$ cat config.mk
export PLATFORM = sky130hd
export DESIGN_NAME = sensor_conditioner_flat
export DESIGN_NICKNAME = d
export VERILOG_FILES = /design/src/rtl/sensor_conditioner_pkg.sv /design/src/rtl/sensor_conditioner_if.sv /design/src/rtl/sensor_channel_filter.sv /design/src/rtl/sensor_conditioner.sv /design/src/flat_wrapper.sv
export SDC_FILE = /design/constraint.sdc
export NUM_CORES = 1
export LEC_CHECK = 0
export ABC_CLOCK_PERIOD_IN_PS = 3680
export CAP_MARGIN = 30
export CORE_MARGIN = 1
export CORE_UTILIZATION = 39
export CTS_BUF_LIST = sky130_fd_sc_hd__clkbuf_16
export CTS_CLUSTER_DIAMETER = 200
export CTS_CLUSTER_SIZE = 12
export DETAILED_ROUTE_END_ITERATION = 7
export PLACE_DENSITY = 0.53
export SYNTH_ARGS = -nofsm -noshare
export SYNTH_HDL_FRONTEND = slang
export SYNTH_SLANG_ARGS = --single-unit
$ cat constraint.sdc
create_clock -name clk_50mhz -period 3.68 [get_ports clk_50mhz]
set_input_delay 0.552 -clock clk_50mhz [delete_from_list [all_inputs] [get_ports clk_50mhz]]
set_output_delay 0.552 -clock clk_50mhz [all_outputs]
set_load 0.05 [all_outputs]
$ cat src/rtl/sensor_conditioner_pkg.sv
// Shared defaults, channel indices and sizing helper for the sensor conditioner
// and any display logic that decodes its fault vector.
package sensor_conditioner_pkg;

    localparam int DEF_SAMPLE_DIV    = 50000;
    localparam int DEF_STABLE_COUNT  = 8;
    localparam int DEF_FAULT_WINDOW  = 64;
    localparam int DEF_FAULT_TOGGLES = 4;

    localparam int NUM_CH     = 3;
    localparam int FAULT_SOIL = 0;
    localparam int FAULT_AIR  = 1;
    localparam int FAULT_TEMP = 2;

    typedef struct packed {
        logic temp;
        logic air;
        logic soil;
    } ch_bits_t;

    // Width of a counter holding 0..n-1, never narrower than one bit.
    function automatic int cnt_width(input int n);
        return (n > 1) ? $clog2(n) : 1;
    endfunction

endpackage

$ cat src/rtl/sensor_conditioner_if.sv
// Raw comparator inputs and conditioned outputs of the sensor conditioner.
// The raw levels are asynchronous; all outputs are registered on clk_50mhz.
interface sensor_conditioner_if;

    logic       soil_raw;
    logic       air_raw;
    logic       temp_raw;
    logic       soil_humidity_o;
    logic       air_humidity_o;
    logic       temperature_o;
    logic       change_pulse;
    logic [2:0] sensor_fault;

    modport master (
        output soil_raw,
        output air_raw,
        output temp_raw,
        input  soil_humidity_o,
        input  air_humidity_o,
        input  temperature_o,
        input  change_pulse,
        input  sensor_fault
    );

    modport slave (
        input  soil_raw,
        input  air_raw,
        input  temp_raw,
        output soil_humidity_o,
        output air_humidity_o,
        output temperature_o,
        output change_pulse,
        output sensor_fault
    );

endinterface

$ cat src/rtl/sensor_channel_filter.sv
// One sensor channel: 2-flop synchronizer, tick-driven stability filter and
// windowed toggle counter that freezes the filtered level while faulty.
module sensor_channel_filter
    import sensor_conditioner_pkg::*;
#(
    parameter int STABLE_COUNT  = DEF_STABLE_COUNT,
    parameter int FAULT_TOGGLES = DEF_FAULT_TOGGLES
) (
    input  logic clk_i,
    input  logic rst_i,
    input  logic raw_i,
    input  logic tick_i,
    input  logic window_end_i,
    output logic filt_o,
    output logic flip_o,
    output logic fault_o
);

    localparam int SW = cnt_width(STABLE_COUNT);
    localparam int TW = $clog2(FAULT_TOGGLES + 1);

    logic          sync1_q;
    logic          sync2_q;
    logic          prev_q,  prev_d;
    logic          filt_q,  filt_d;
    logic          fault_q, fault_d;
    logic [SW-1:0] stab_q,  stab_d;
    logic [TW-1:0] tog_q,   tog_d;
    logic [TW-1:0] tog_incl;
    logic          toggled;

    always_comb begin
        prev_d   = prev_q;
        filt_d   = filt_q;
        fault_d  = fault_q;
        stab_d   = stab_q;
        tog_d    = tog_q;
        toggled  = 1'b0;
        tog_incl = tog_q;
        if (tick_i) begin
            prev_d   = sync2_q;
            toggled  = (sync2_q != prev_q);
            // Saturating so a noisy channel cannot wrap back under the threshold.
            tog_incl = (toggled && (tog_q != TW'(FAULT_TOGGLES))) ? tog_q + TW'(1) : tog_q;
            if (window_end_i) begin
                fault_d = (tog_incl >= TW'(FAULT_TOGGLES));
                tog_d   = '0;
            end else begin
                tog_d = tog_incl;
            end

            // The registered fault governs this tick, so a clearing fault
            // only lets filtering resume on the following tick.
            if (fault_q || (sync2_q == filt_q)) begin
                stab_d = '0;
            end else if (stab_q == SW'(STABLE_COUNT - 1)) begin
                filt_d = sync2_q;
                stab_d = '0;
            end else begin
                stab_d = stab_q + SW'(1);
            end
        end
    end

    always_ff @(posedge clk_i or posedge rst_i) begin
        if (rst_i) begin
            sync1_q <= 1'b0;
            sync2_q <= 1'b0;
            prev_q  <= 1'b0;
            filt_q  <= 1'b0;
            fault_q <= 1'b0;
            stab_q  <= '0;
            tog_q   <= '0;
        end else begin
            sync1_q <= raw_i;
            sync2_q <= sync1_q;
            prev_q  <= prev_d;
            filt_q  <= filt_d;
            fault_q <= fault_d;
            stab_q  <= stab_d;
            tog_q   <= tog_d;
        end
    end

    assign filt_o  = filt_q;
    assign flip_o  = (filt_d != filt_q);
    assign fault_o = fault_q;

endmodule

$ cat src/rtl/sensor_conditioner.sv
// Debounces three comparator-level sensors for the irrigation controller and
// flags channels that chatter too often within a fault window.
module sensor_conditioner
    import sensor_conditioner_pkg::*;
#(
    parameter int SAMPLE_DIV    = DEF_SAMPLE_DIV,
    parameter int STABLE_COUNT  = DEF_STABLE_COUNT,
    parameter int FAULT_WINDOW  = DEF_FAULT_WINDOW,
    parameter int FAULT_TOGGLES = DEF_FAULT_TOGGLES
) (
    input  logic               clk_50mhz,
    input  logic               reset,
    sensor_conditioner_if.slave bus
);

    localparam int PW = cnt_width(SAMPLE_DIV);
    localparam int WW = cnt_width(FAULT_WINDOW);

    logic [PW-1:0]     presc_q, presc_d;
    logic [WW-1:0]     win_q,   win_d;
    logic              tick;
    logic              window_end;
    logic              change_pulse_q, change_pulse_d;
    logic [NUM_CH-1:0] raw;
    logic [NUM_CH-1:0] filt;
    logic [NUM_CH-1:0] flip;
    logic [NUM_CH-1:0] fault;

    assign tick       = (presc_q == PW'(SAMPLE_DIV - 1));
    assign window_end = tick && (win_q == WW'(FAULT_WINDOW - 1));

    always_comb begin
        presc_d        = tick ? '0 : presc_q + PW'(1);
        win_d          = win_q;
        change_pulse_d = |flip;
        if (tick) begin
            win_d = window_end ? '0 : win_q + WW'(1);
        end
    end

    always_ff @(posedge clk_50mhz or posedge reset) begin
        if (reset) begin
            presc_q        <= '0;
            win_q          <= '0;
            change_pulse_q <= 1'b0;
        end else begin
            presc_q        <= presc_d;
            win_q          <= win_d;
            change_pulse_q <= change_pulse_d;
        end
    end

    assign raw[FAULT_SOIL] = bus.soil_raw;
    assign raw[FAULT_AIR]  = bus.air_raw;
    assign raw[FAULT_TEMP] = bus.temp_raw;

    for (genvar g = 0; g < NUM_CH; g++) begin : g_ch
        sensor_channel_filter #(
            .STABLE_COUNT  (STABLE_COUNT),
            .FAULT_TOGGLES (FAULT_TOGGLES)
        ) u_filter (
            .clk_i        (clk_50mhz),
            .rst_i        (reset),
            .raw_i        (raw[g]),
            .tick_i       (tick),
            .window_end_i (window_end),
            .filt_o       (filt[g]),
            .flip_o       (flip[g]),
            .fault_o      (fault[g])
        );
    end

    assign bus.soil_humidity_o = filt[FAULT_SOIL];
    assign bus.air_humidity_o  = filt[FAULT_AIR];
    assign bus.temperature_o   = filt[FAULT_TEMP];
    assign bus.change_pulse    = change_pulse_q;
    assign bus.sensor_fault    = fault;

endmodule

$ cat src/flat_wrapper.sv
// flat-port wrapper written by rule: the top's interface ports become plain ports
module sensor_conditioner_flat import sensor_conditioner_pkg::*;
#(
    parameter int SAMPLE_DIV    = DEF_SAMPLE_DIV,
    parameter int STABLE_COUNT  = DEF_STABLE_COUNT,
    parameter int FAULT_WINDOW  = DEF_FAULT_WINDOW,
    parameter int FAULT_TOGGLES = DEF_FAULT_TOGGLES
)
  (clk_50mhz, reset, bus_soil_raw, bus_air_raw, bus_temp_raw, bus_soil_humidity_o, bus_air_humidity_o, bus_temperature_o, bus_change_pulse, bus_sensor_fault);
  sensor_conditioner_if bus_i ();
  input  logic clk_50mhz;
  input  logic reset;
  input wire logic [$bits(bus_i.soil_raw)-1:0] bus_soil_raw;
  input wire logic [$bits(bus_i.air_raw)-1:0] bus_air_raw;
  input wire logic [$bits(bus_i.temp_raw)-1:0] bus_temp_raw;
  output wire logic [$bits(bus_i.soil_humidity_o)-1:0] bus_soil_humidity_o;
  output wire logic [$bits(bus_i.air_humidity_o)-1:0] bus_air_humidity_o;
  output wire logic [$bits(bus_i.temperature_o)-1:0] bus_temperature_o;
  output wire logic [$bits(bus_i.change_pulse)-1:0] bus_change_pulse;
  output wire logic [$bits(bus_i.sensor_fault)-1:0] bus_sensor_fault;
  assign bus_i.soil_raw = bus_soil_raw;
  assign bus_i.air_raw = bus_air_raw;
  assign bus_i.temp_raw = bus_temp_raw;
  assign bus_soil_humidity_o = bus_i.soil_humidity_o;
  assign bus_air_humidity_o = bus_i.air_humidity_o;
  assign bus_temperature_o = bus_i.temperature_o;
  assign bus_change_pulse = bus_i.change_pulse;
  assign bus_sensor_fault = bus_i.sensor_fault;
  sensor_conditioner #(.SAMPLE_DIV(SAMPLE_DIV), .STABLE_COUNT(STABLE_COUNT), .FAULT_WINDOW(FAULT_WINDOW), .FAULT_TOGGLES(FAULT_TOGGLES)) u_core (.clk_50mhz(clk_50mhz), .reset(reset), .bus(bus_i));
endmodule
Word-level counts from Yosys, hierarchy flattened. Index checks and enable logic that the tools add are counted.

Flip-flop bits (word level): 56. Bits of input ports: 5. Output and inout port bits: 7.

Add/subtract/negate cells: 8. $lt $le $gt $ge: 3. Equality and inequality tests: 17. Muxes and demuxes: 23. Reduce and logical (&&, ||, !) cells: 9.

Operator list (count): 2-to-1 mux 3 bit (12); adder 3 x 1 -> 3 bit, second input constant (6); adder 16 x 1 -> 16 bit, second input constant (1); == test 16 bit, second input constant (1); 2-to-1 mux 16 bit (1); == test 3 bit, second input constant (3); >= comparator 3 bit, second input constant (3); 2-to-1 mux 1 bit (9); != test 3 bit, second input constant (3); adder 6 x 1 -> 6 bit, second input constant (1); == test 6 bit, second input constant (1); 2-to-1 mux 6 bit (1); != test 1 bit (6); logical AND 1 bit (4); == test 1 bit (3); logical OR 1 bit (3); OR reduction 3 bit (1); AND reduction 2 bit (1).

Logic depth before layout (Yosys ltp). Gate-level depths: netlist (run 1).

Word-level depth: 6. Depth in mapped cells: 7.

Modules after synthesis. A second synthesis (run 1) with hierarchy kept.

Cells, all modules: 256. Area, all modules: 2813.9 µm².

By module, submodules not included: sensor_channel_filter at u_core.g_ch[0].u_filter ... (instances 2, cells each 51, area an instance 565.5 µm²); sensor_conditioner (instances 1, cells each 103, area an instance 1111.1 µm²); sensor_channel_filter at u_core.g_ch[2].u_filter (instances 1, cells each 51, area an instance 571.8 µm²).

Least setup slack after synthesis (run 1). Ideal clock, no wire load.

Path type: flip-flop to flip-flop. From: register u_core.presc_q[0]. To: register u_core.g_ch[1].u_filter.filt_q. Library setup time: 128 ps. Data arrival time: 1568 ps. Path slack: 1985 ps. Stages on the path, launching flop included: 6. Buffers on the path: 0. Clock period less this slack: 1695 ps. Cells stage by stage: dfrtp_1 > ha_1 > nand3_1 > nand4b_4 > nor3b_2 > mux2_1.

Cells in the longest elaborated chain, start to end: 2.

Ends and longest elaborated chain: start: declaration (RTL line sensor_conditioner.sv:19) `logic [PW-1:0] presc_q, presc_d;`; start signal: assignment (RTL line sensor_conditioner.sv:47) `presc_q <= presc_d;`; == test 16 bit (RTL line sensor_conditioner.sv:29) `assign tick = (presc_q == PW'(SAMPLE_DIV - 1));`; 2-to-1 mux 1 bit (RTL line sensor_channel_filter.sv:40) `if (tick_i) begin`; named net u_core.g_ch[1].u_filter.filt_d (RTL line sensor_channel_filter.sv:25) `logic filt_q, filt_d;`; end signal: assignment (RTL line sensor_channel_filter.sv:78) `filt_q <= filt_d;`; end: declaration (RTL line sensor_channel_filter.sv:25).

The timed path passes the listed nets, and every way through them passes these cells. A chain may end at the register's enable or synchronous reset.

Final worst setup path (run 1).
From: register u_core.presc_q[0]. To: register u_core.g_ch[0].u_filter.tog_q[0].

Cells in the longest elaborated chain, start to end: 3.

Ends and longest elaborated chain: == test 16 bit (*) (RTL line sensor_conditioner.sv:29); logical AND 1 bit (RTL line sensor_conditioner.sv:30) `assign window_end = tick && (win_q == WW'(FAULT_WINDOW - 1));`; 2-to-1 mux 3 bit (RTL line sensor_channel_filter.sv:45) `if (window_end_i) begin`; end signal: assignment (RTL line sensor_channel_filter.sv:81) `tog_q <= tog_d;`; end: declaration (RTL line sensor_channel_filter.sv:28) `logic [TW-1:0] tog_q, tog_d;`.

Mark *: on every way between the ends. The rest lies on a longest branch, timed or not.

==> results of run 1 <==
==> registers in the layout (all words and copies together), names as in the netlist <==
| signal | cells |
|---|---|
| u_core.bus.change_pulse | 1 |
| u_core.g_ch.u_filter.prev_q | 3 |
| u_core.g_ch.u_filter.tog_q | 9 |
| u_core.g_ch.u_filter.filt_o | 3 |
| u_core.g_ch.u_filter.sync2_q | 3 |
| u_core.g_ch.u_filter.stab_q | 9 |
| u_core.win_q | 6 |
| u_core.presc_q | 16 |
| u_core.g_ch.u_filter.fault_o | 3 |
| u_core.g_ch.u_filter.sync1_q | 3 |
==> cell type report <==
| class | instances | area [µm²] |
|---|---|---|
| inverters | 11 | 41.29 |
| clock buffers | 5 | 125.1 |
| repair buffers | 13 | 125.1 |
| fillers | 655 | 3749 |
| well taps | 96 | 120.1 |
| multi-input cells | 178 | 1255 |
| flip-flops and latches | 56 | 1401 |
| clock inverters | 3 | 15.01 |
==> final timing paths <==
path	startpoint	endpoint	slack [ns]
max	u_core.presc_q[0]$_DFF_PP0_	u_core.g_ch[0].u_filter.tog_q[0]$_DFFE_PP0N_	1.44
min	u_core.g_ch[2].u_filter.sync1_q$_DFF_PP0_	u_core.g_ch[2].u_filter.sync2_q$_DFF_PP0_	0.35
max reg2reg	u_core.presc_q[0]$_DFF_PP0_	u_core.g_ch[0].u_filter.tog_q[0]$_DFFE_PP0N_	1.44
min reg2reg	u_core.g_ch[2].u_filter.sync1_q$_DFF_PP0_	u_core.g_ch[2].u_filter.sync2_q$_DFF_PP0_	0.35
max in group asynchronous	reset	u_core.g_ch[1].u_filter.prev_q$_DFFE_PP0N_	2.28
min in group asynchronous	reset	u_core.g_ch[0].u_filter.stab_q[0]$_DFFE_PP0N_	0.59
==> layer usage <==
metal / GRT usage, % / part of all wire [%] / wire length (µm) / vias to the layer above
met2: 22.44 / 44 / 2055 / 17
met4: 5.000 / 1.5 / 70 / 0
li1: - / - / - / 906
met1: 20.73 / 53 / 2480 / 861
met3: 2.857 / 2.4 / 112 / 7
met5: 0 / 0 / 0 / -
==> synthesized netlist by cell type, types with 2 or more instances <==
| cell | instances | area, µm² |
|---|---|---|
| a22o_1 | 3 | 26.28 |
| nor3b_2 | 3 | 37.54 |
| nand4_1 | 5 | 31.28 |
| nor2_4 | 2 | 22.52 |
| a32o_1 | 3 | 30.03 |
| a21o_1 | 5 | 37.54 |
| and2_1 | 4 | 25.02 |
| xor2_1 | 6 | 52.55 |
| inv_1 | 11 | 41.29 |
| mux2_2 | 5 | 56.30 |
| a21oi_1 | 4 | 20.02 |
| and4_1 | 2 | 17.52 |
| buf_4 | 4 | 30.03 |
| nor4_1 | 3 | 18.77 |
| o21ai_0 | 7 | 35.03 |
| buf_6 | 3 | 33.78 |
| a2bb2oi_1 | 3 | 26.28 |
| nand3_1 | 17 | 85.08 |
| nand2_1 | 35 | 131.4 |
| nor2_1 | 18 | 67.56 |
| ha_1 | 14 | 175.2 |
| nor3_1 | 4 | 20.02 |
| mux2_1 | 2 | 22.52 |
| and3_1 | 2 | 12.51 |
| dfrtp_1 | 56 | 1401 |
| and4bb_2 | 2 | 25.02 |
| o21ai_2 | 2 | 17.52 |
| xnor2_1 | 15 | 131.4 |
| or3_1 | 2 | 12.51 |
==> power groups by stage <==
stage | registers, W | clock network (W) | logic, W
floorplan | 0.000633 | 0 | 0.0000155
global placement | 0.000634 | 0 | 0.0000257
detailed placement | 0.000634 | 0 | 0.0000261
CTS | 0.000621 | 0.000474 | 0.0000261
global route | 0.000622 | 0.000492 | 0.0000293
finish | 0.000621 | 0.000456 | 0.0000246
==> layout by cell type, fill, tap and decap left out, types with 6 or more instances in the layout <==
cell type and n:
clkdlybuf4s50_1 11, dfrtp_1 56, ha_1 14, inv_1 11, nand2_1 35, nand3_1 17
nor2_1 18, o21ai_0 7, xnor2_1 15, xor2_1 6
==> critical path, stage by stage, from the launching register on <==
cell	delay (ns)
dfrtp_1	0.41
ha_1	0.22
nand3_1	0.17
and4b_1	0.79
buf_4	0.30
nand4_1	0.09
a21bo_2	0.21
==> cell families (layout without fill, tap and decap cells) <==
kind of cell | after synthesis | after routing | synth area share (%)
AO/OA/AOI/OAI | 31 | 31 | 8.142
XOR/XNOR | 21 | 21 | 6.649
adder cells (fa/ha/maj) | 14 | 14 | 6.332
buffers and inverters | 19 | 32 | 3.980
flip-flops | 56 | 56 | 50.66
multiplexers | 7 | 7 | 2.849
AND/OR/NAND/NOR | 105 | 105 | 21.39
==> metrics by stage <==
| stage | setup WS, ns | hold WS, ns | util (%) |
|---|---|---|---|
| after floorplan | 1.757 | 0.3312 | - |
| after global placement | 1.473 | 0.3313 | 43.08 |
| after detailed placement | 1.417 | 0.3364 | 43.08 |
| after CTS | 1.408 | 0.3530 | 45.13 |
| after global routing | 1.215 | 0.3533 | 45.13 |
| final | 1.439 | 0.3490 | 45.13 |
==> key figures, run 1 <==
Outcome
  – Outcome: finished clean

Flow run
  – Max-capacitance violation count: 0

STA
  – Number of max-slew violations in the final report: 0
  – Worst clock skew on the final layout: 0.003888 ns
  – Slew Limit Headroom: 51.08%
  – Period utilisation layout: 60.89%
  – Unrepaired setup endpoints after global routing: no
  – Final critical-path required period: 2.241 ns
  – Endpoints failing hold: 0
  – Highest attainable clock frequency: 446.3 MHz
  – Final TNS setup: 0 ns
  – Actual transition at the worst max-transition pin: 0.7332 ns
  – Final setup fails: 0

Detailed routing
  – Residual DRC: 0
  – Total wire length: 4.720 mm
  – Via count: 1791
  – Average via count per standard cell: 4.948
  – Detailed-routing iteration count for the pre-antenna-repair pass: 4
  – Remaining antenna violation count: 0
  – Initial DRC count: 88
  – Routed len/inst: 13.04 µm

Floorplanning
  – Overall die width: 86.22 µm
  – Die extent in y: 86.22 µm
  – Site Rows: 30
  – Area of the core: 0.006832 mm²
  – Initial cell density of the core: 40.49%
  – Die footprint: 0.007434 mm²
  – IO Count: 12

Placement
  – Inst Count DP: 354
  – Area post-placement: 0.002943 mm²
  – # port buffers: 11
  – Dpl hpwl: 3.234 mm
  – Routability congestion estimate: 0.7941

Clock network
  – Clk root buf: clkbuf_16
  – Clock transition at the registers of the reported paths: 0.07 ns
  – Worst skew pair latency: 0.29 ns
  – TritonCTS clock tree: yes
  – H-tree levels: 2
  – CTS hold repair buffers: 0
  – Post-CTS setup buffer count: 0
  – Count of cells resized by post-cts repair: 0
  – Num CTS Buffers: 5
  – Number of clock sinks: 56
  – Longest Clk Path Bufs: 2

Critical path
  – Path type of the worst setup path: reg2reg
  – Critical Path Source Type: flip-flop
  – Worst-path fanout max: 21
  – Data arrival time at the worst-slack endpoint: 2.47 ns
  – Worst Path Required: 3.91 ns
  – Worst reg2reg path depth: 6
  – Crit path capture type: flip-flop

Cells and area
  – Share of layout cells above drive strength 1: 10.53%
  – NumNets Final: 284
  – Filler-free cell count of the finished design: 362
  – # diodes: 0
  – Layout overhead on the synthesized area: 11.44%
  – Finished layout cell area: 0.003083 mm²

Hold path
  – Class of the tightest hold or removal check: reg2reg
  – Hold Path Cell Cnt: 0

Yosys
  – Net Count, Synth: 272
  – Synthesized instance count: 253
  – Yosys reg bits: 56
  – Cell area after synthesis: 0.002766 mm²
  – Number of different library cells in the post-synthesis netlist: 40
  – Main synth FF type: dfrtp_1
  – Synth async-reset ratio: 100.0%
  – Post-synthesis sequential area ratio: 50.66%
  – Synthesized area per cell: 10.93 µm²
  – EDFF count, synth: 0
  – Number of warning messages in the yosys log: 0

Pwr
  – Share of total power in the clock network: 41.4%
  – Worst ir drop on vdd: 0.2034 mV
  – Cell leakage power: 1.425 nW
  – Power Dens Cells: 357.4 mW/mm²
  – Switching power of the nets: 0.0002278 W
  – Internal power: 0.0008741 W
  – Total design power: 0.001102 W
  – Switching share of total power: 20.67%
  – Proportion of power drawn by combinational gates: 2.2%
  – Sequential fraction of design power: 56.4%

Global route
  – Initial antenna violation count: 0
  – Global route overflow: 0
  – Global router's overall resource usage: 14.61%
  – Maximum number of pins on one net before global-route repair: 36
  – Global-route wire length before repair: 8.473 mm
  – Number of global-route vias before repair: 1807
Note: power is estimated with default switching activity, not from simulation.
==> inputs of run 2 (changes only) <==
--- a/config.mk
+++ b/config.mk
@@ -5,7 +5,7 @@
 export SDC_FILE = /design/constraint.sdc
 export NUM_CORES = 1
 export LEC_CHECK = 0
-export ABC_CLOCK_PERIOD_IN_PS = 3680
+export ABC_CLOCK_PERIOD_IN_PS = 1900
 export CAP_MARGIN = 30
 export CORE_MARGIN = 1
 export CORE_UTILIZATION = 39
@@ -13,7 +13,7 @@
 export CTS_CLUSTER_DIAMETER = 200
 export CTS_CLUSTER_SIZE = 12
 export DETAILED_ROUTE_END_ITERATION = 7
-export PLACE_DENSITY = 0.53
+export PLACE_DENSITY = 0.55
 export SYNTH_ARGS = -nofsm -noshare
 export SYNTH_HDL_FRONTEND = slang
 export SYNTH_SLANG_ARGS = --single-unit
==> constraint.sdc (replaced) <==
create_clock -name clk_50mhz -period 1.9 [get_ports clk_50mhz]
set_input_delay 0.285 -clock clk_50mhz [delete_from_list [all_inputs] [get_ports clk_50mhz]]
set_output_delay 0.285 -clock clk_50mhz [all_outputs]
set_load 0.05 [all_outputs]
==> key figures, run 2 (synthesis gave the netlist of run 1 again) <==
Outcome
  – Outcome: finished clean

Detailed routing
  – Detailed-routing iteration count for the pre-antenna-repair pass: 4 (unchanged)
  – Routed len/inst: 12.87 µm (-1.3%)
  – Total wire length: 4.928 mm (+4.4%)
  – Via count: 1871 (+4.5%)
  – Residual DRC: 0 (unchanged)
  – Initial DRC count: 125 (+42%)
  – Average via count per standard cell: 4.885 (-1.3%)
  – Remaining antenna violation count: 0 (unchanged)

Critical path
  – Crit path capture type: primary output
  – Buffers and inverters on the worst path: 1 (unchanged)
  – Largest delay contributor family on the critical path: buffers and inverters
  – Data arrival time at the worst-slack endpoint: 1.53 ns (-0.94 ns)
  – Critical Path Source Type: flip-flop
  – Crit-path cells: clkdlybuf4s50_1
  – Slowest stage delay, CP: 0.82 ns (+0.03 ns)
  – Worst-path fanout max: 4 (-81%)
  – Worst Path Required: 1.62 ns (-2.29 ns)
  – Cell with the largest stage delay on the worst path: clkdlybuf4s50_1
  – Path type of the worst setup path: reg2out

Pwr
  – Power Dens Cells: 652.9 mW/mm² (+83%)
  – Worst ir drop on vdd: 0.2969 mV (+46%)
  – Cell leakage power: 1.538 nW (+7.9%)

Flow run
  – Max-capacitance violation count: 0 (unchanged)

Placement
  – Routability congestion estimate: 0.7478 (-5.8%)
  – Dpl hpwl: 3.433 mm (+6.1%)
  – Pre-CTS setup slack: 0.06335 ns (-1.354 ns)
  – # port buffers: 11 (unchanged)

Cells and area
  – # diodes: 0 (unchanged)
  – Share of layout cells above drive strength 1: 17.77% (+7.2 points)
  – NumNets Final: 305 (+7.4%)
  – Largest registers: u_core.presc_q (16), u_core.g_ch.u_filter.stab_q (9), u_core.g_ch.u_filter.tog_q (9)
  – Commonest cells after routing, fill and taps aside: 56 x dfrtp_1, 35 x nand2_1, 21 x buf_4
  – Layout overhead on the synthesized area: 18.05%
  – Number of flip-flops under the largest register name: 16 (unchanged)
  – Most common cell after layout, fill and taps aside: dfrtp_1
  – Reg with most FFs: u_core.presc_q
  – Filler instances: 652 (-0.46%)

Clock network
  – Worst skew pair latency: 0.29 ns (about the same)
  – Longest Clk Path Bufs: 2 (unchanged)
  – CTS hold repair buffers: 0 (unchanged)
  – Clk root buf: clkbuf_16
  – Number of clock sinks: 56 (unchanged)
  – Num CTS Buffers: 5 (unchanged)
  – TritonCTS clock tree: yes
  – Clock transition at the registers of the reported paths: 0.07 ns (about the same)
  – H-tree levels: 2 (unchanged)

Global route
  – Global-route wire length before repair: 8.507 mm (+0.40%)
  – Maximum number of pins on one net before global-route repair: 57 (+58%)
  – Global router's overall resource usage: 14.60% (about the same)
  – Global route overflow: 0 (unchanged)
  – Initial antenna violation count: 0 (unchanged)
  – Number of global-route vias before repair: 1782 (-1.4%)

Hold path
  – Class of the tightest hold or removal check: reg2reg

STA
  – Endpoints failing hold: 0 (unchanged)
  – Period utilisation layout: 95.33%
  – Highest attainable clock frequency: 552.1 MHz
  – Least setup slack across all paths after layout: 0.08864 ns (-1.351 ns)
  – Slew Limit Headroom: 66.96% (+16 points)
  – Final TNS setup: 0 ns (unchanged)
  – Worst clock skew on the final layout: 0.003909 ns (+0.00002076 ns)
  – Unrepaired setup endpoints after global routing: no
  – Final critical-path required period: 1.811 ns
  – Number of max-slew violations in the final report: 0 (unchanged)
  – Actual transition at the worst max-transition pin: 0.4941 ns (-0.2391 ns)
  – Final setup fails: 0 (unchanged)

Floorplanning
  – Overall die width: 86.22 µm (unchanged)
  – Die extent in y: 86.22 µm (unchanged)
  – IO Count: 12 (unchanged)
  – Die footprint: 0.007434 mm² (unchanged)
  – Initial cell density of the core: 40.49% (unchanged)
  – Area of the core: 0.006832 mm² (unchanged)
  – Site Rows: 30 (unchanged)
-- run 2: cell types whose count changed in the layout (fill, tap and decap cells not counted), sizes merged --
cell and delta:
clkinv +2, buf +21, inv -1, clkinvlp -1
-- run 2: final timing paths --
check / cells after the start / start / end / slack (ns)
max: 1 / u_core.g_ch[2].u_filter.fault_o$_DFFE_PP0P_ / bus_sensor_fault[2] / 0.09
min: 0 / u_core.g_ch[0].u_filter.sync1_q$_DFF_PP0_ / u_core.g_ch[0].u_filter.sync2_q$_DFF_PP0_ / 0.35
max reg2reg: 7 / u_core.presc_q[1]$_DFF_PP0_ / u_core.win_q[5]$_DFFE_PP0N_ / 0.16
min reg2reg: 0 / u_core.g_ch[0].u_filter.sync1_q$_DFF_PP0_ / u_core.g_ch[0].u_filter.sync2_q$_DFF_PP0_ / 0.35
max in group asynchronous: 3 / reset / u_core.g_ch[1].u_filter.sync2_q$_DFF_PP0_ / 1.28
min in group asynchronous: 3 / reset / u_core.g_ch[0].u_filter.sync2_q$_DFF_PP0_ / 0.36
-- run 2: cell type report --
| type | instances | area, µm² | share of cell area [%] |
|---|---|---|---|
| Timing Repair Buffer | 34 | 307.8 | 9.425 |
| Clock buffer | 5 | 125.1 | 3.831 |
| Sequential cell | 56 | 1401 | 42.91 |
| Tap cell | 96 | 120.1 | 3.678 |
| Clock inverter | 3 | 13.76 | 0.4215 |
| Inverter | 11 | 41.29 | 1.264 |
| Multi-Input combinational cell | 178 | 1256 | 38.47 |
-- run 2: timing repair --
action	4_1_cts	5_1_grt
resized for setup	0	1
endpoints found under the hold margin	0	0
endpoints found under the setup margin	0	14
buffers inserted	0	2
-- run 2: through the flow --
| stage | utilization [%] | cell area [µm²] | hold WS [ns] | power (W) | std cells |
|---|---|---|---|---|---|
| final | 47.80 | 3266 | 0.3487 | 0.002132 | 383 |
| after global placement | 45.35 | 3098 | 0.3342 | 0.001280 | 373 |
| after global routing | 47.80 | 3266 | 0.3561 | 0.002204 | 383 |
| after floorplan | - | 2766 | 0.3164 | 0.001255 | 253 |
| after CTS | 47.38 | 3237 | 0.3520 | 0.002164 | 381 |
| after detailed placement | 45.35 | 3098 | 0.3362 | 0.001280 | 373 |
-- run 2: per-layer routing --
| layer | track usage, % | vias up | share of wire [%] |
|---|---|---|---|
| met5 | 0 | - | 0 |
| met1 | 19.19 | 912 | 48 |
| met3 | 2.857 | 4 | 1.7 |
| met2 | 24.60 | 12 | 49 |
| li1 | - | 943 | - |
| met4 | 4.091 | 0 | 0.91 |
-- run 2: report_power, final --
group / total [W] / leakage [nW] / switching, W / internal [W]
Clock: 0.000877 / 0.0710 / 0.000397 / 0.000480
Combinational: 0.0000512 / 0.712 / 0.0000329 / 0.0000183
Sequential: 0.00120 / 0.754 / 0.00000588 / 0.00120
Total: 0.00213 / 1.54 / 0.000436 / 0.00170
==> inputs of run 3 (changes only) <==
--- a/config.mk
+++ b/config.mk
@@ -6,10 +6,9 @@
 export NUM_CORES = 1
 export LEC_CHECK = 0
 export ABC_CLOCK_PERIOD_IN_PS = 1900
-export CAP_MARGIN = 30
-export CORE_MARGIN = 1
+export CAP_MARGIN = 5
+export CORE_MARGIN = 4
 export CORE_UTILIZATION = 39
-export CTS_BUF_LIST = sky130_fd_sc_hd__clkbuf_16
 export CTS_CLUSTER_DIAMETER = 200
 export CTS_CLUSTER_SIZE = 12
 export DETAILED_ROUTE_END_ITERATION = 7
==> key figures, run 3 (synthesis gave the netlist of run 1 again) <==
Clock network
  – Longest Clk Path Bufs: 2 (unchanged)
  – Clk root buf: clkbuf_8
  – Number of clock sinks: 56 (unchanged)
  – TritonCTS clock tree: yes
  – Num CTS Buffers: 5 (unchanged)
  – Worst skew pair latency: 0.31 ns (+0.02 ns)
  – Clock transition at the registers of the reported paths: 0.10 ns (+0.03 ns)
  – H-tree levels: 2 (unchanged)

Pwr
  – Power Dens Cells: 620.2 mW/mm² (-5.0%)
  – Worst ir drop on vdd: 0.3208 mV (+8.1%)
  – Cell leakage power: 1.480 nW (-3.7%)

Floorplanning
  – Site Rows: 30 (unchanged)
  – Overall die width: 92.22 µm (+7.0%)
  – Die extent in y: 92.22 µm (+7.0%)
  – Area of the core: 0.006832 mm² (unchanged)
  – IO Count: 12 (unchanged)
  – Initial cell density of the core: 40.49% (unchanged)
  – Die footprint: 0.008505 mm² (+14%)

Cells and area
  – Number of flip-flops under the largest register name: 16 (unchanged)
  – Reg with most FFs: u_core.presc_q
  – # diodes: 0 (unchanged)
  – Most common cell after layout, fill and taps aside: dfrtp_1
  – Share of layout cells above drive strength 1: 14.96% (-2.8 points)
  – NumNets Final: 293 (-3.9%)
  – Commonest cells after routing, fill and taps aside: 56 x dfrtp_1, 35 x nand2_1, 18 x nor2_1
  – Layout overhead on the synthesized area: 13.43%
  – Largest registers: u_core.presc_q (16), u_core.g_ch.u_filter.stab_q (9), u_core.g_ch.u_filter.tog_q (9)

STA
  – Endpoints failing hold: 0 (unchanged)
  – Worst clock skew on the final layout: 0.01075 ns (+0.006841 ns)
  – Number of max-slew violations in the final report: 0 (unchanged)
  – Final TNS setup: 0 ns (unchanged)
  – Actual transition at the worst max-transition pin: 0.5058 ns (+0.01171 ns)
  – Final setup fails: 0 (unchanged)
  – Period utilisation layout: 96.11% (+0.77 points)
  – Least setup slack across all paths after layout: 0.07392 ns (-0.01472 ns)
  – Unrepaired setup endpoints after global routing: no
  – Slew Limit Headroom: 66.17% (-0.78 points)
  – Final critical-path required period: 1.826 ns (+0.01472 ns)
  – Highest attainable clock frequency: 547.6 MHz (-0.81%)

Critical path
  – Crit-path cells: clkdlybuf4s50_1
  – Worst-path fanout max: 4 (unchanged)
  – Critical Path Source Type: flip-flop
  – Buffers and inverters on the worst path: 1 (unchanged)
  – Cell with the largest stage delay on the worst path: clkdlybuf4s50_1
  – Crit path capture type: primary output
  – Worst Path Required: 1.62 ns (about the same)
  – Largest delay contributor family on the critical path: buffers and inverters
  – Data arrival time at the worst-slack endpoint: 1.54 ns (about the same)
  – Slowest stage delay, CP: 0.82 ns (about the same)
  – Path type of the worst setup path: reg2out

Global route
  – Initial antenna violation count: 0 (unchanged)
  – Global route overflow: 0 (unchanged)
  – Maximum number of pins on one net before global-route repair: 57 (unchanged)
  – Number of global-route vias before repair: 1782 (unchanged)
  – Global router's overall resource usage: 12.61% (-2.0 points)
  – Global-route wire length before repair: 8.631 mm (+1.5%)

Placement
  – Dpl hpwl: 3.339 mm (-2.7%)
  – Routability congestion estimate: 0.8377 (+12%)
  – Pre-CTS setup slack: 0.09799 ns (+0.03465 ns)
  – # port buffers: 11 (unchanged)

Hold path
  – Class of the tightest hold or removal check: in2async

Flow run
  – Max-capacitance violation count: 0 (unchanged)

Detailed routing
  – Remaining antenna violation count: 0 (unchanged)
  – Initial DRC count: 79 (-37%)
  – Routed len/inst: 13.16 µm (+2.3%)
  – Via count: 1821 (-2.7%)
  – Average via count per standard cell: 4.922 (+0.75%)
  – Detailed-routing iteration count for the pre-antenna-repair pass: 4 (unchanged)
  – Total wire length: 4.869 mm (-1.2%)
  – Residual DRC: 0 (unchanged)

Outcome
  – Outcome: finished clean
[run 3: changes by cell type in the layout (fill, tap and decap cells not counted)]
cell / delta
nand3_2: +1
nand3_1: -1
clkinv_2: -2
clkbuf_8: +7
clkdlybuf4s50_1: -2
clkinv_1: -1
dlymetal6s2s_1: +1
buf_4: -11
clkbuf_16: -5
[run 3: repair_timing]
item                                    CTS  global route
endpoints found under the setup margin    0            10
gates resized for setup                   0             3
hold buffers                              0             0
buffers inserted                          0             0
[run 3: cell type report]
type	count	area, µm²
sequential	56	1401
tap	96	120.1
fill	642	3694
timing repair buffer	22	217.7
clock buffer	7	96.34
multi-input combinational	178	1261
inverter	11	41.29
[run 3: final timing paths]
check                           cells past startpoint                                        start  slack, ns                                   endpoint
worst max register to register                      5                  u_core.presc_q[7]$_DFF_PP0_       0.14   u_core.g_ch[2].u_filter.filt_o$_DFF_PP0_
worst min-delay path                                3                                        reset       0.34                u_core.presc_q[4]$_DFF_PP0_
worst min register to register                      0    u_core.g_ch[2].u_filter.sync1_q$_DFF_PP0_       0.34  u_core.g_ch[2].u_filter.sync2_q$_DFF_PP0_
worst max-delay path                                1  u_core.g_ch[1].u_filter.fault_o$_DFFE_PP0P_       0.07                        bus_sensor_fault[1]
min in group clk_50mhz                              0    u_core.g_ch[2].u_filter.sync1_q$_DFF_PP0_       0.34  u_core.g_ch[2].u_filter.sync2_q$_DFF_PP0_
max in group asynchronous                           3                                        reset       1.31  u_core.g_ch[1].u_filter.sync2_q$_DFF_PP0_
[run 3: where the power goes]
group | total (W) | switching (W) | internal [W]
clock network | 0.000692 | 0.000367 | 0.000326
logic | 0.0000508 | 0.0000325 | 0.0000183
registers | 0.00120 | 0.00000617 | 0.00120
total | 0.00195 | 0.000405 | 0.00154
[run 3: through the flow]
step | area (µm²) | hold WS [ns] | total power, W | util (%) | instances
floorplan | 2766 | 0.3164 | 0.001255 | - | 253
global placement | 3033 | 0.3341 | 0.001281 | 44.40 | 363
detailed placement | 3033 | 0.3379 | 0.001281 | 44.40 | 363
CTS | 3129 | 0.3498 | 0.001981 | 45.81 | 370
global route | 3138 | 0.3634 | 0.002039 | 45.93 | 370
finish | 3138 | 0.3400 | 0.001946 | 45.93 | 370
[run 3: metal layers]
| metal | track usage [%] | wire length [µm] | vias up |
|---|---|---|---|
| met5 | 0 | 0 | - |
| met1 | 16.65 | 2326 | 885 |
| met3 | 3.610 | 137 | 7 |
| li1 | - | - | 910 |
| met4 | 3.837 | 64 | 0 |
| met2 | 20.07 | 2341 | 19 |
